$ cat src/rtl/updown_counter_n.sv
// updown_counter_n: synchronous up/down counter with modulus, load, enable and terminal count.
// Define UPDOWN_CNT_SATURATE_EN to hold at the range ends instead of wrapping.
module updown_counter_n #(
  parameter int WIDTH = 4,
  parameter int MOD   = 2 ** WIDTH
) (
  input  logic             clk,
  input  logic             rst,
  input  logic             en,
  input  logic             up_dn,
  input  logic             load,
  input  logic [WIDTH-1:0] load_val,
  output logic [WIDTH-1:0] q,
  output logic             tc
);
  localparam logic [WIDTH-1:0] MAX = WIDTH'(MOD - 1);
  logic [WIDTH-1:0] cnt_q, cnt_d, inc, dec, ld;
  logic             at_max, at_min;
  assign at_max = cnt_q == MAX;
  assign at_min = cnt_q == '0;
  assign ld     = (load_val > MAX) ? MAX : load_val;
`ifdef UPDOWN_CNT_SATURATE_EN
  assign inc = at_max ? MAX : cnt_q + WIDTH'(1);
  assign dec = at_min ? '0 : cnt_q - WIDTH'(1);
`else
  assign inc = at_max ? '0 : cnt_q + WIDTH'(1);
  assign dec = at_min ? MAX : cnt_q - WIDTH'(1);
`endif
  always_comb cnt_d = load ? ld : en ? (up_dn ? inc : dec) : cnt_q;
  always_ff @(posedge clk or negedge rst)
    if (!rst) cnt_q <= '0;
    else      cnt_q <= cnt_d;
  assign q  = cnt_q;
  assign tc = en & ~load & (up_dn ? at_max : at_min);
endmodule

$ cat config.mk
export PLATFORM = sky130hd
export DESIGN_NAME = updown_counter_n
export DESIGN_NICKNAME = d
export VERILOG_FILES = /design/src/rtl/updown_counter_n.sv
export SDC_FILE = /design/constraint.sdc
export NUM_CORES = 1
export LEC_CHECK = 0
export BUFFER_PORTS_ARGS = -buffer_cell sky130_fd_sc_hd__clkbuf_2
export CAP_MARGIN = 20
export CORE_AREA = 2 2 39 41
export DETAILED_ROUTE_END_ITERATION = 6
export DIE_AREA = 0 0 41 43
export PLACE_DENSITY = 0.44
export SETUP_SLACK_MARGIN = 0.1
export SLEW_MARGIN = 20
export SYNTH_ARGS = -nofsm -noshare
export SYNTH_HDL_FRONTEND = slang
export SYNTH_SLANG_ARGS = --single-unit
$ cat constraint.sdc
create_clock -name clk -period 4 [get_ports clk]
set_clock_uncertainty 0.2 [all_clocks]
set_input_delay 1 -clock clk [delete_from_list [all_inputs] [get_ports clk]]
set_output_delay 1 -clock clk [all_outputs]
set_load 0.01 [all_outputs]
After elaboration in Yosys (flattened, before gate mapping)
Cells that the tools add are included.

cells by class
  add/subtract/negate cells = 2
  order comparisons = 1
  eq/ne operators = 1
  muxes and demuxes = 7
  bitwise logic cells = 3
  reductions and logical operators = 2

operator list
  kind                                                   number
  2-to-1 mux 4 bit                                       6
  adder 4 x 1 -> 4 bit (second input constant)           1
  == test 4 bit (second input constant)                  1
  greater-than comparator 4 bit (second input constant)  1
  logical NOT 4 bit                                      1
  subtractor 4 x 1 -> 4 bit (second input constant)      1
  bitwise AND 1 bit                                      2
  nonzero test 2 bit                                     1
  2-to-1 mux 1 bit                                       1
  inverter 1 bit                                         1

storage, ports and cells
  flip-flop bits (word level) = 4
  input bits = 9
  output and inout port bits = 5
  logic and storage cells = 17

Depth between registers and ports, before layout
Gate-level depths: netlist (run 1).

  word-level depth = 5
  depth in mapped cells = 6
  depth with buffers taken out = 6

Worst setup path before layout (run 1)
Ideal clock, no wire load.

  path type = in2out
  start = input load
  end = output tc
  data arrival time = 1.606 ns
  required time = 2.800 ns
  path slack = 1.194 ns
  cell stages on the path = 3
  path buffers = 1
  cells stage by stage = clkdlybuf4s18_2 > nand2b_1 > a21oi_1

on the way
  cells in the longest elaborated chain, start to end = 3

ends and longest elaborated chain
  what                             line  RTL
  from (decl)                      11    input logic load,
  inverter 1 bit                   34    assign tc = en & ~load & (up_dn ? at_max : at_min);
  bitwise AND 1 bit (2 in series)  34
  to (decl)                        14    output logic tc

No other way between the ends.

Worst setup path in the final report (run 1)
  start = input up_dn
  end = output tc

on the way
  cells in the longest elaborated chain, start to end = 2

ends and longest elaborated chain
  what               line  RTL
  from (decl)        10    input logic up_dn,
  2-to-1 mux 1 bit   34
  bitwise AND 1 bit  34

No other way between the ends.

==> PnR_summary.wiki, run 1 <==
{| class="wikitable"
! Metric !! Value
|-
| Avg WL per Cell || between 10 and 15 µm
|-
| Horizontal extent of the die || 41 µm
|-
| Run status || finished clean
|-
| Part of the cycle the worst path needs || 69.8%
|-
| DRT iter0 DRCs || 0
|-
| Worst rel slew slack || between 80 and 90%
|-
| Number of diodes || 0
|-
| Share of total power in combinational logic || 30.6%
|-
| Area leader, netlist || dfrtp_1
|-
| Initial Utilization || a little under a quarter
|-
| Die area || around 0.0018 mm²
|-
| Post-Synthesis Cell Area || about 320 µm²
|-
| Primary FF master, synth || dfrtp_1
|-
| Maximum achievable frequency || roughly 360 MHz
|-
| P_sw || 51.4 µW
|-
| Crit path kind || primary input to primary output
|-
| Power share of the clock group || 32.8%
|-
| Num rows || 14
|-
| FFs w/ async S/R, synth || 100%
|-
| Total via count after detailed routing || roughly 300
|-
| Net count of the mapped netlist || 48
|-
| Drt via density || around 4.5
|-
| Count of maximum capacitance violations || 0
|-
| Worst Max-Slew Pin Slew || 0.249 ns
|-
| Most common library cells after synthesis || nand2_1 (5), dfrtp_1 (4), o21ai_0 (4)
|-
| Leakage || 0.000204 µW
|-
| Min cycle time layout || between 2 and 3 ns
|-
| Clk Latency, worst-skew pair || approximately 0.23 ns
|-
| Count of flip-flops with a built-in enable after synthesis || 0
|-
| Endpoints failing setup || 0
|-
| Flip-flop count of the largest register, all copies and words added || 4
|-
| Top Ports || 14
|-
| Number of fill cells in the layout || between 150 and 200
|-
| Final estimated routing congestion in global placement || just under 0.6
|-
| Total power draw || approximately 160 µW
|-
| Post-synthesis adder-cell area fraction || 7.72%
|-
| First-pass iteration count of the detailed router || 1
|-
| Proportion of layout cells with a drive suffix above 1 || between 30% and 40%
|-
| Cells after Synth || 37
|-
| Combinational family with the most area after synthesis || compound AO/OA/AOI/OAI gates
|-
| Max Root-Sink Buffers || 2
|-
| Number of global-route vias before repair || about 270
|-
| Final hold violations || 0
|-
| Part of the total power dissipated in sequential elements || around 37%
|-
| CP startpoint kind || primary input
|-
| Largest cells by area after synthesis || dfrtp_1 (31%), ha_1 (7.7%), o21ai_0 (6.2%)
|-
| Number of H-tree levels || 1
|-
| Resize count post-CTS || 0
|-
| Number of distinct library cells after synthesis || 22
|-
| Remaining Overflow, GRT || 0
|-
| Path type of the worst min-delay path || primary input to async pin
|-
| Initial antenna violation count || 0
|-
| Mux contribution to synthesized area || 6.56%
|-
| Kind of end point of the critical path || primary output
|-
| Number of buffers inserted by hold repair at cts || 0
|-
| Total cell area at the placement stage || between 300 and 400 µm²
|-
| Worst endpoint data arrival time || 1.59 ns
|-
| Total half-perimeter wirelength after legalization and detailed placement || about 540 µm
|-
| Sw Share || 33.0%
|-
| IO Port Bufs || 13
|-
| Total number of yosys warnings || 0
|-
| Largest net degree at the start of global routing || 10
|-
| Synth Area per Inst || about 8.8 µm²
|-
| Total Negative Setup Slacks || 0 ns
|-
| Largest vdd supply drop || approximately 0.15 mV
|-
| Area of the core || ~0.0014 mm²
|-
| Crit path required time || about 2.8 ns
|-
| Top-area cell type share of the netlist area || a little under a third
|-
| Design internal power || between 100 and 150 µW
|-
| Total GRT Usage || around 10%
|-
| Final-layout worst hold slack || approximately 0.36 ns
|-
| Worst-case register-to-register setup slack || ~2.4 ns
|-
| Number of buffers inserted by post-CTS setup repair || 0
|-
| CTS clk-pin slew, worst paths || about 0.040 ns
|-
| DRC violation count after routing || 0
|-
| Chip Height || around 43 µm
|-
| Wirelength, routed || about 700 µm
|-
| Total CTS buffers || 3
|-
| Worst Path Max Fanout || 6
|-
| Synthesized-area fraction occupied by ao, oa, aoi and oai cells || approximately 22%
|-
| Simple logic cell fraction of the synthesized area || 18.9%
|-
| Total number of nets in the final design || between 60 and 70
|-
| Synth-to-Final Area Change || 30.1%
|-
| Number of clock sinks || 4
|-
| Antenna-violating nets left || 0
|-
| Max-slew violations || 0
|-
| Non-Filler Cell Area, Final || roughly 420 µm²
|-
| Share of the synthesized netlist area taken by xor and xnor gates || roughly 8%
|-
| RSZ-0062 raised after global routing || no
|-
| Most frequently used cell type in the post-synthesis netlist || nand2_1
|-
| Sequential-to-total area share from yosys stat || 30.9%
|-
| First-pass GRT wire length || 1110 µm
|-
| CTS tree || yes
|-
| Root Buffer || clkbuf_4
|-
| Yosys reg bits || 4
|-
| Total power per unit cell area || 370 mW/mm²
|}
[power groups by stage]
| stage | Clock, µW | Sequential, µW | Combinational [µW] |
|---|---|---|---|
| floorplan | 0 | 58.2 | 30.5 |
| global placement | 0 | 58.0 | 48.7 |
| detailed placement | 0 | 57.8 | 48.3 |
| CTS | 54.1 | 57.2 | 48.7 |
| global route | 60.2 | 58.6 | 53.5 |
| finish | 51.2 | 57.0 | 47.7 |
[final cells by class]
class	count	area [µm²]	area share (%)
clock buffer	3	22.5	5.34
timing repair buffer	13	65.1	15.4
sequential	4	100	23.7
inverter	2	7.51	1.78
tap	16	20.0	4.75
multi-input combinational	30	206	49.0
[kinds of logic (layout without fill, tap and decap cells)]
| family | count (synthesis) | in the layout |
|---|---|---|
| muxes | 2 | 2 |
| and+or+nand+nor | 12 | 12 |
| buffers and inverters | 3 | 18 |
| DFF | 4 | 4 |
| adders and majority gates | 2 | 2 |
| AOI/OAI and AO/OA | 11 | 11 |
| xor gates and xnor gates | 3 | 3 |
[critical path, stage by stage]
cell and delay [ns]:
clkbuf_2 0.13, nand3b_1 0.17, a21oi_1 0.14, clkbuf_2 0.14
[metrics by stage]
step / utilization, % / worst slack [ns] / cells
4_1_cts: 30.5 / 1.20 / 68
2_1_floorplan: - / 1.19 / 37
3_3_place_gp: 28.8 / 1.20 / 65
6_report: 30.5 / 1.21 / 68
3_5_place_dp: 28.8 / 1.21 / 65
5_1_grt: 30.5 / 1.17 / 68
[cells in the final DEF, fill, tap and decap left out, types with 2 or more instances in the layout]
cell      count
dfrtp_1       4
inv_1         2
a21oi_1       3
xnor2_1       2
clkbuf_2     13
ha_1          2
nand2_1       5
clkbuf_4      3
o21ai_0       4
[worst paths after layout]
path | startpoint | to | depth (start not counted)
setup / recovery | up_dn | tc | 4
hold / removal | rst | q[3]$_DFFE_PN0P_ | 1
setup reg to reg | q[0]$_DFFE_PN0P_ | q[2]$_DFFE_PN0P_ | 6
hold reg to reg | q[3]$_DFFE_PN0P_ | q[3]$_DFFE_PN0P_ | 2
max in group asynchronous | rst | q[1]$_DFFE_PN0P_ | 1
min in group clk | q[3]$_DFFE_PN0P_ | q[3]$_DFFE_PN0P_ | 2
[per-layer routing]
| metal | up-vias | routed length [µm] | global-route usage (%) |
|---|---|---|---|
| met3 | 0 | 75 | 7.85 |
| met1 | 129 | 288 | 10.9 |
| li1 | 161 | - | - |
| met4 | 0 | 0 | 6.00 |
| met5 | - | 0 | 0 |
| met2 | 14 | 331 | 13.1 |
No activity file was read; power rests on OpenSTA's default activity.
==> run 2: changes to the inputs <==
--- a/config.mk
+++ b/config.mk
@@ -10,7 +10,7 @@
 export CORE_AREA = 2 2 39 41
 export DETAILED_ROUTE_END_ITERATION = 6
 export DIE_AREA = 0 0 41 43
-export PLACE_DENSITY = 0.44
+export PLACE_DENSITY = 0.45
 export SETUP_SLACK_MARGIN = 0.1
 export SLEW_MARGIN = 20
 export SYNTH_ARGS = -nofsm -noshare
==> constraint.sdc (replaced) <==
create_clock -name clk -period 2.3 [get_ports clk]
set_clock_uncertainty 0.2 [all_clocks]
set_input_delay 0.575 -clock clk [delete_from_list [all_inputs] [get_ports clk]]
set_output_delay 0.575 -clock clk [all_outputs]
set_load 0.01 [all_outputs]
==> run 2 against run 1 <==
Setup slack got worse by 0.99 ns. Die area stayed put. Hold slack worse by 0.0080 ns. Clock-buffer cell count stayed put. Core utilization grew 2.4 points. Sequential share of layout area down 1.5 points. Flip-flop and latch count unchanged. Register-to-register slack got worse by 1.7 ns. Cell area increased by 8.0%. First-iteration DRC count is 12 higher. Sequential power is 74% higher. Total power rose by 83%.
==> PnR_summary.wiki, run 2 (synthesis gave the netlist of run 1 again) <==
{| class="wikitable"
! Metric !! Value
|-
| Run status || finished clean
|-
| Final estimated routing congestion in global placement || 0.787 (+36%)
|-
| Clk Latency, worst-skew pair || 0.23 ns (about the same)
|-
| Min cycle time layout || about 2.1 ns
|-
| Sw Share || 32.7% (-0.29 points)
|-
| Total GRT Usage || 12.3% (+2.2 points)
|-
| Post-placement cell count || 66 (+1.5%)
|-
| Chip Height || 43 µm (unchanged)
|-
| Initial Utilization || 23.4% (unchanged)
|-
| Num rows || 14 (unchanged)
|-
| Drt via density || 4.85 (+8.4%)
|-
| Antenna-violating nets left || 0 (unchanged)
|-
| Final-layout worst hold slack || 0.355 ns (-0.00796 ns)
|-
| Total power per unit cell area || 628 mW/mm² (+70%)
|-
| Final core utilization || 32.9% (+2.4 points)
|-
| Proportion of layout cells with a drive suffix above 1 || 39.3% (+4.7 points)
|-
| Total via count after detailed routing || 349 (+15%)
|-
| Layout Cells excl Fill || 72 (+5.9%)
|-
| First-pass GRT wire length || 1360 µm (+22%)
|-
| Most frequent cells in the layout || clkbuf_2 (13), nand2_1 (5), o21ai_0 (4)
|-
| CTS tree || yes
|-
| Worst rel slew slack || 82.5% (-0.85 points)
|-
| Synth-to-Final Area Change || 40.5%
|-
| Most frequent standard cell in the layout excluding fill and tap cells || clkbuf_2
|-
| Worst endpoint data arrival time || 1.31 ns (-0.28 ns)
|-
| Worst Path Max Fanout || 7 (+1)
|-
| Setup slack after layout || 0.217 ns (-0.992 ns)
|-
| Avg WL per Cell || 11.7 µm (+14%)
|-
| Horizontal extent of the die || 41 µm (unchanged)
|-
| Max-slew violations || 0 (unchanged)
|-
| Cell type group with the largest total delay on the critical path || flip-flops
|-
| Sum of buffers and inverters on the critical path || 2 (unchanged)
|-
| Root Buffer || clkbuf_4
|-
| Initial antenna violation count || 0 (unchanged)
|-
| Flip-flop count of the largest register, all copies and words added || 4 (unchanged)
|-
| First-pass iteration count of the detailed router || 6 (+5)
|-
| Path type of the worst min-delay path || primary input to flip-flop
|-
| Total CTS buffers || 3 (unchanged)
|-
| Top Ports || 14 (unchanged)
|-
| Critical Path, Cell by Cell || inv_1 > ha_1 > nand3b_1 > a21oi_1 > clkbuf_2
|-
| Power share of the clock group || 29.8% (-3.0 points)
|-
| Area of the core || 0.00138 mm² (unchanged)
|-
| Total number of nets in the final design || 69 (+6.2%)
|-
| Leakage || 0.000221 µW (+8.7%)
|-
| Number of global-route vias before repair || 328 (+21%)
|-
| CP startpoint kind || flip-flop
|-
| Final hold violations || 0 (unchanged)
|-
| DP Worst Slack || 0.346 ns (-0.861 ns)
|-
| Number of clock sinks || 4 (unchanged)
|-
| Wirelength, routed || 840 µm (+21%)
|-
| Endpoints failing setup || 0 (unchanged)
|-
| Largest vdd supply drop || 0.200 mV (+30%)
|-
| Standard cell with the maximum stage delay on the critical path || dfrtp_2
|-
| Crit path kind || flip-flop to primary output
|-
| Largest net degree at the start of global routing || 10 (unchanged)
|-
| Crit path required time || 1.52 ns (-1.28 ns)
|-
| Worst Max-Slew Pin Slew || 0.262 ns (+0.0127 ns)
|-
| CTS clk-pin slew, worst paths || 0.04 ns (about the same)
|-
| P_sw || 93.4 µW (+82%)
|-
| Part of the cycle the worst path needs || 90.6%
|-
| Number of diodes || 0 (unchanged)
|-
| Max Root-Sink Buffers || 2 (unchanged)
|-
| Max incr delay on CP || 0.44 ns (+0.27 ns)
|-
| DRT iter0 DRCs || 12 (+12)
|-
| Part of the total power dissipated in sequential elements || 34.7% (-1.9 points)
|-
| Maximum achievable frequency || slightly below 500 MHz
|-
| Kind of end point of the critical path || primary output
|-
| RSZ-0062 raised after global routing || no
|-
| Share of total power in combinational logic || 35.5% (+4.9 points)
|-
| DRC violation count after routing || 0 (unchanged)
|-
| Count of maximum capacitance violations || 0 (unchanged)
|-
| Die area || 0.00176 mm² (unchanged)
|-
| Number of H-tree levels || 1 (unchanged)
|-
| Design internal power || 192 µW (+84%)
|-
| Total Negative Setup Slacks || 0 ns (unchanged)
|-
| Total half-perimeter wirelength after legalization and detailed placement || 605 µm (+13%)
|-
| Remaining Overflow, GRT || 0 (unchanged)
|-
| IO Port Bufs || 13 (unchanged)
|}
[run 2: power groups by stage]
stage / registers (µW) / logic [µW] / clock network, µW
4_1_cts: 99.7 / 92.5 / 88.3
3_5_place_dp: 101 / 91.1 / 0
3_3_place_gp: 101 / 90.7 / 0
2_1_floorplan: 101 / 53.1 / 0
6_report: 99.3 / 101 / 85.1
5_1_grt: 102 / 114 / 93.5
[run 2: metal layers]
layer | global-route usage, % | up-vias | routed length (µm)
met5 | 0 | - | 0
met4 | 10.0 | 0 | 11
met3 | 3.14 | 2 | 32
met2 | 16.9 | 14 | 426
met1 | 15.3 | 160 | 369
li1 | - | 173 | -
[run 2: worst min-delay path: cells and delay by family]
family	cells	cell delay (ns)
buf+inv	1	0.08
simple gates	1	0.04
compound gates	1	0.05
[run 2: per-stage QoR]
step	total power (µW)	cell area, µm²
floorplan	154	324
global placement	192	407
detailed placement	192	407
CTS	281	439
global route	310	455
finish	286	455
[run 2: final cells by class]
type | count | area (µm²)
fillers | 153 | 928
multi-input cells | 30 | 206
flip-flops and latches | 4 | 101
repair buffers | 17 | 97.6
clock buffers | 3 | 22.5
well taps | 16 | 20.0
inverters | 2 | 7.51
[run 2: final timing paths]
path / start / to / slack, ns / depth (start not counted)
worst max-delay path: q[1]$_DFFE_PN0P_ / tc / 0.22 / 5
worst min-delay path: load_val[0] / q[0]$_DFFE_PN0P_ / 0.36 / 3
worst max register to register: q[0]$_DFFE_PN0P_ / q[3]$_DFFE_PN0P_ / 0.66 / 4
worst min register to register: q[3]$_DFFE_PN0P_ / q[3]$_DFFE_PN0P_ / 0.54 / 2
max in group asynchronous: rst / q[1]$_DFFE_PN0P_ / 1.29 / 2
min in group asynchronous: rst / q[3]$_DFFE_PN0P_ / 0.48 / 2
[run 2: what timing repair did]
action / in CTS / in global routing
buffers inserted: 0 / 2
hold buffers: 1 / 0
setup endpoints to repair: 0 / 1
endpoints found under the hold margin: 4 / 0
gates resized for setup: 0 / 1
==> run 3: changes to the inputs <==
==> constraint.sdc (replaced) <==
create_clock -name clk -period 2.3 [get_ports clk]
set_clock_uncertainty 0.2 [all_clocks]
set_input_delay 0.575 -clock clk [delete_from_list [all_inputs] [get_ports clk]]
set_output_delay 0.575 -clock clk [all_outputs]
set_load 0.05 [all_outputs]
==> run 3 against run 2 <==
Critical path depth did not move. Total power increased by 17%. Non-clock buffer count grew 3. Clock power barely moved. Die area stayed put. Highest routed layer is now met3.
==> PnR_summary.wiki, run 3 (synthesis gave the netlist of run 1 again) <==
{| class="wikitable"
! Metric !! Value
|-
| Run status || finished clean
|-
| Synth-to-Final Area Change || 59.1%
|-
| Worst endpoint data arrival time || 1.36 ns (+0.05 ns)
|-
| Top Usage Layer GRT || met2
|-
| CTS tree || yes
|-
| Path type of the worst min-delay path || primary input to flip-flop
|-
| Min cycle time layout || 2.14 ns (+0.0540 ns)
|-
| RSZ-0062 raised after global routing || no
|-
| Total via count after detailed routing || 331 (-5.2%)
|-
| Horizontal extent of the die || 41 µm (unchanged)
|-
| DP Worst Slack || 0.155 ns (-0.191 ns)
|-
| Crit path kind || flip-flop to primary output
|-
| Number of global-route vias before repair || 310 (-5.5%)
|-
| Antenna-violating nets left || 0 (unchanged)
|-
| Total Negative Setup Slacks || 0 ns (unchanged)
|-
| Maximum achievable frequency || 468 MHz (-2.5%)
|-
| DRC violation count after routing || 0 (unchanged)
|-
| Die area || 0.00176 mm² (unchanged)
|-
| DRT iter0 DRCs || 5 (-7)
|-
| Worst rel slew slack || 81.6% (-0.96 points)
|-
| Initial Utilization || 23.4% (unchanged)
|-
| Largest net degree at the start of global routing || 9 (-1)
|-
| Total cell area at the placement stage || 428 µm² (+5.2%)
|-
| Non-Filler Cell Area, Final || 515 µm² (+13%)
|-
| Final estimated routing congestion in global placement || 0.631 (-20%)
|-
| Wirelength, routed || 771 µm (-8.2%)
|-
| First-pass GRT wire length || 1250 µm (-8.2%)
|-
| Endpoints failing setup || 0 (unchanged)
|-
| Most frequent cells in the layout || clkbuf_2 (12), buf_4 (6), nand2_1 (5)
|-
| IO Port Bufs || 13 (unchanged)
|-
| Most frequent standard cell in the layout excluding fill and tap cells || clkbuf_2
|-
| Initial antenna violation count || 0 (unchanged)
|-
| Fraction of met3 tracks used by global routing || 6.28% (+3.1 points)
|-
| Remaining Overflow, GRT || 0 (unchanged)
|-
| Avg WL per Cell || 10.3 µm (-12%)
|-
| Met2 Use GR || 15.3% (-1.6 points)
|-
| Setup slack after layout || 0.163 ns (-0.0540 ns)
|-
| Number of H-tree levels || 1 (unchanged)
|-
| Total GRT Usage || 11.4% (-0.92 points)
|-
| Total half-perimeter wirelength after legalization and detailed placement || 592 µm (-2.1%)
|-
| Part of the cycle the worst path needs || 92.9% (+2.3 points)
|-
| Num rows || 14 (unchanged)
|-
| Worst Max-Slew Pin Slew || 0.277 ns (+0.0156 ns)
|-
| Area of the core || 0.00138 mm² (unchanged)
|-
| Number of clock sinks || 4 (unchanged)
|-
| First-pass iteration count of the detailed router || 4 (-2)
|-
| Number of diodes || 0 (unchanged)
|-
| Max-slew violations || 0 (unchanged)
|-
| Leakage || 0.000238 µW (+7.6%)
|-
| CP startpoint kind || flip-flop
|-
| Top Ports || 14 (unchanged)
|-
| CTS clk-pin slew, worst paths || 0.04 ns (about the same)
|-
| Crit path required time || 1.52 ns (about the same)
|-
| Root Buffer || clkbuf_4
|-
| Proportion of layout cells with a drive suffix above 1 || 49.2% (+9.9 points)
|-
| Drt via density || 4.41 (-9.0%)
|-
| Flip-flop count of the largest register, all copies and words added || 4 (unchanged)
|-
| Final-layout worst hold slack || 0.351 ns (-0.00453 ns)
|-
| Clk Latency, worst-skew pair || 0.23 ns (about the same)
|-
| Chip Height || 43 µm (unchanged)
|-
| Final hold violations || 0 (unchanged)
|-
| Met1 capacity usage during global routing || 12.9% (-2.3 points)
|-
| Largest vdd supply drop || 0.277 mV (+39%)
|-
| Max Root-Sink Buffers || 2 (unchanged)
|-
| Kind of end point of the critical path || primary output
|-
| Total number of nets in the final design || 72 (+4.3%)
|-
| Worst Path Max Fanout || 5 (-2)
|-
| Total power per unit cell area || 647 mW/mm² (+3.1%)
|-
| Total CTS buffers || 3 (unchanged)
|-
| Count of maximum capacitance violations || 0 (unchanged)
|}
run 3: repair_timing:
action / 4_1_cts / 5_1_grt
buffers inserted: 3 / 1
pin swaps: 1 / 2
hold endpoints to repair: 4 / 0
hold buffers: 1 / 0
endpoints found under the setup margin: 1 / 1
gates resized for setup: 3 / 3
run 3: where the power goes:
group          internal (µW)  switching [µW]
Sequential              81.4            13.4
Combinational           66.1            87.9
Clock                   58.2            26.5
run 3: worst max-delay path, cell delays in order, from the launching register on:
cell	delay [ns]
dfrtp_2	0.43
inv_1	0.10
ha_4	0.14
nand3b_1	0.13
a21oi_4	0.18
buf_8	0.15
run 3: final timing paths:
| kind | from | depth (start not counted) | end | slack, ns |
|---|---|---|---|---|
| max | q[0]$_DFFE_PN0P_ | 5 | tc | 0.16 |
| min | load_val[0] | 3 | q[0]$_DFFE_PN0P_ | 0.35 |
| max reg2reg | q[0]$_DFFE_PN0P_ | 4 | q[3]$_DFFE_PN0P_ | 0.66 |
| min reg2reg | q[0]$_DFFE_PN0P_ | 2 | q[0]$_DFFE_PN0P_ | 0.45 |
| max in group asynchronous | rst | 2 | q[1]$_DFFE_PN0P_ | 1.27 |
| min in group asynchronous | rst | 2 | q[3]$_DFFE_PN0P_ | 0.49 |
run 3: metal layers:
layer  vias up  routed length, µm
met2         9                366
met1       143                354
met3         0                 50
met5         -                  0
met4         0                  0
li1        179                  -
run 3: layout make-up:
cell class,instances,area (µm²)
fillers,155,868
multi-input cells,30,233
repair buffers,20,130
flip-flops and latches,4,103
clock buffers,3,22.5
well taps,16,20.0
inverters,2,7.51
run 3: stage by stage:
step,cells,total power (µW),utilization [%]
floorplan,37,188,-
detailed placement,67,224,30.9
CTS,74,329,35.7
global placement,67,227,30.9
global route,75,364,37.3
finish,75,334,37.3
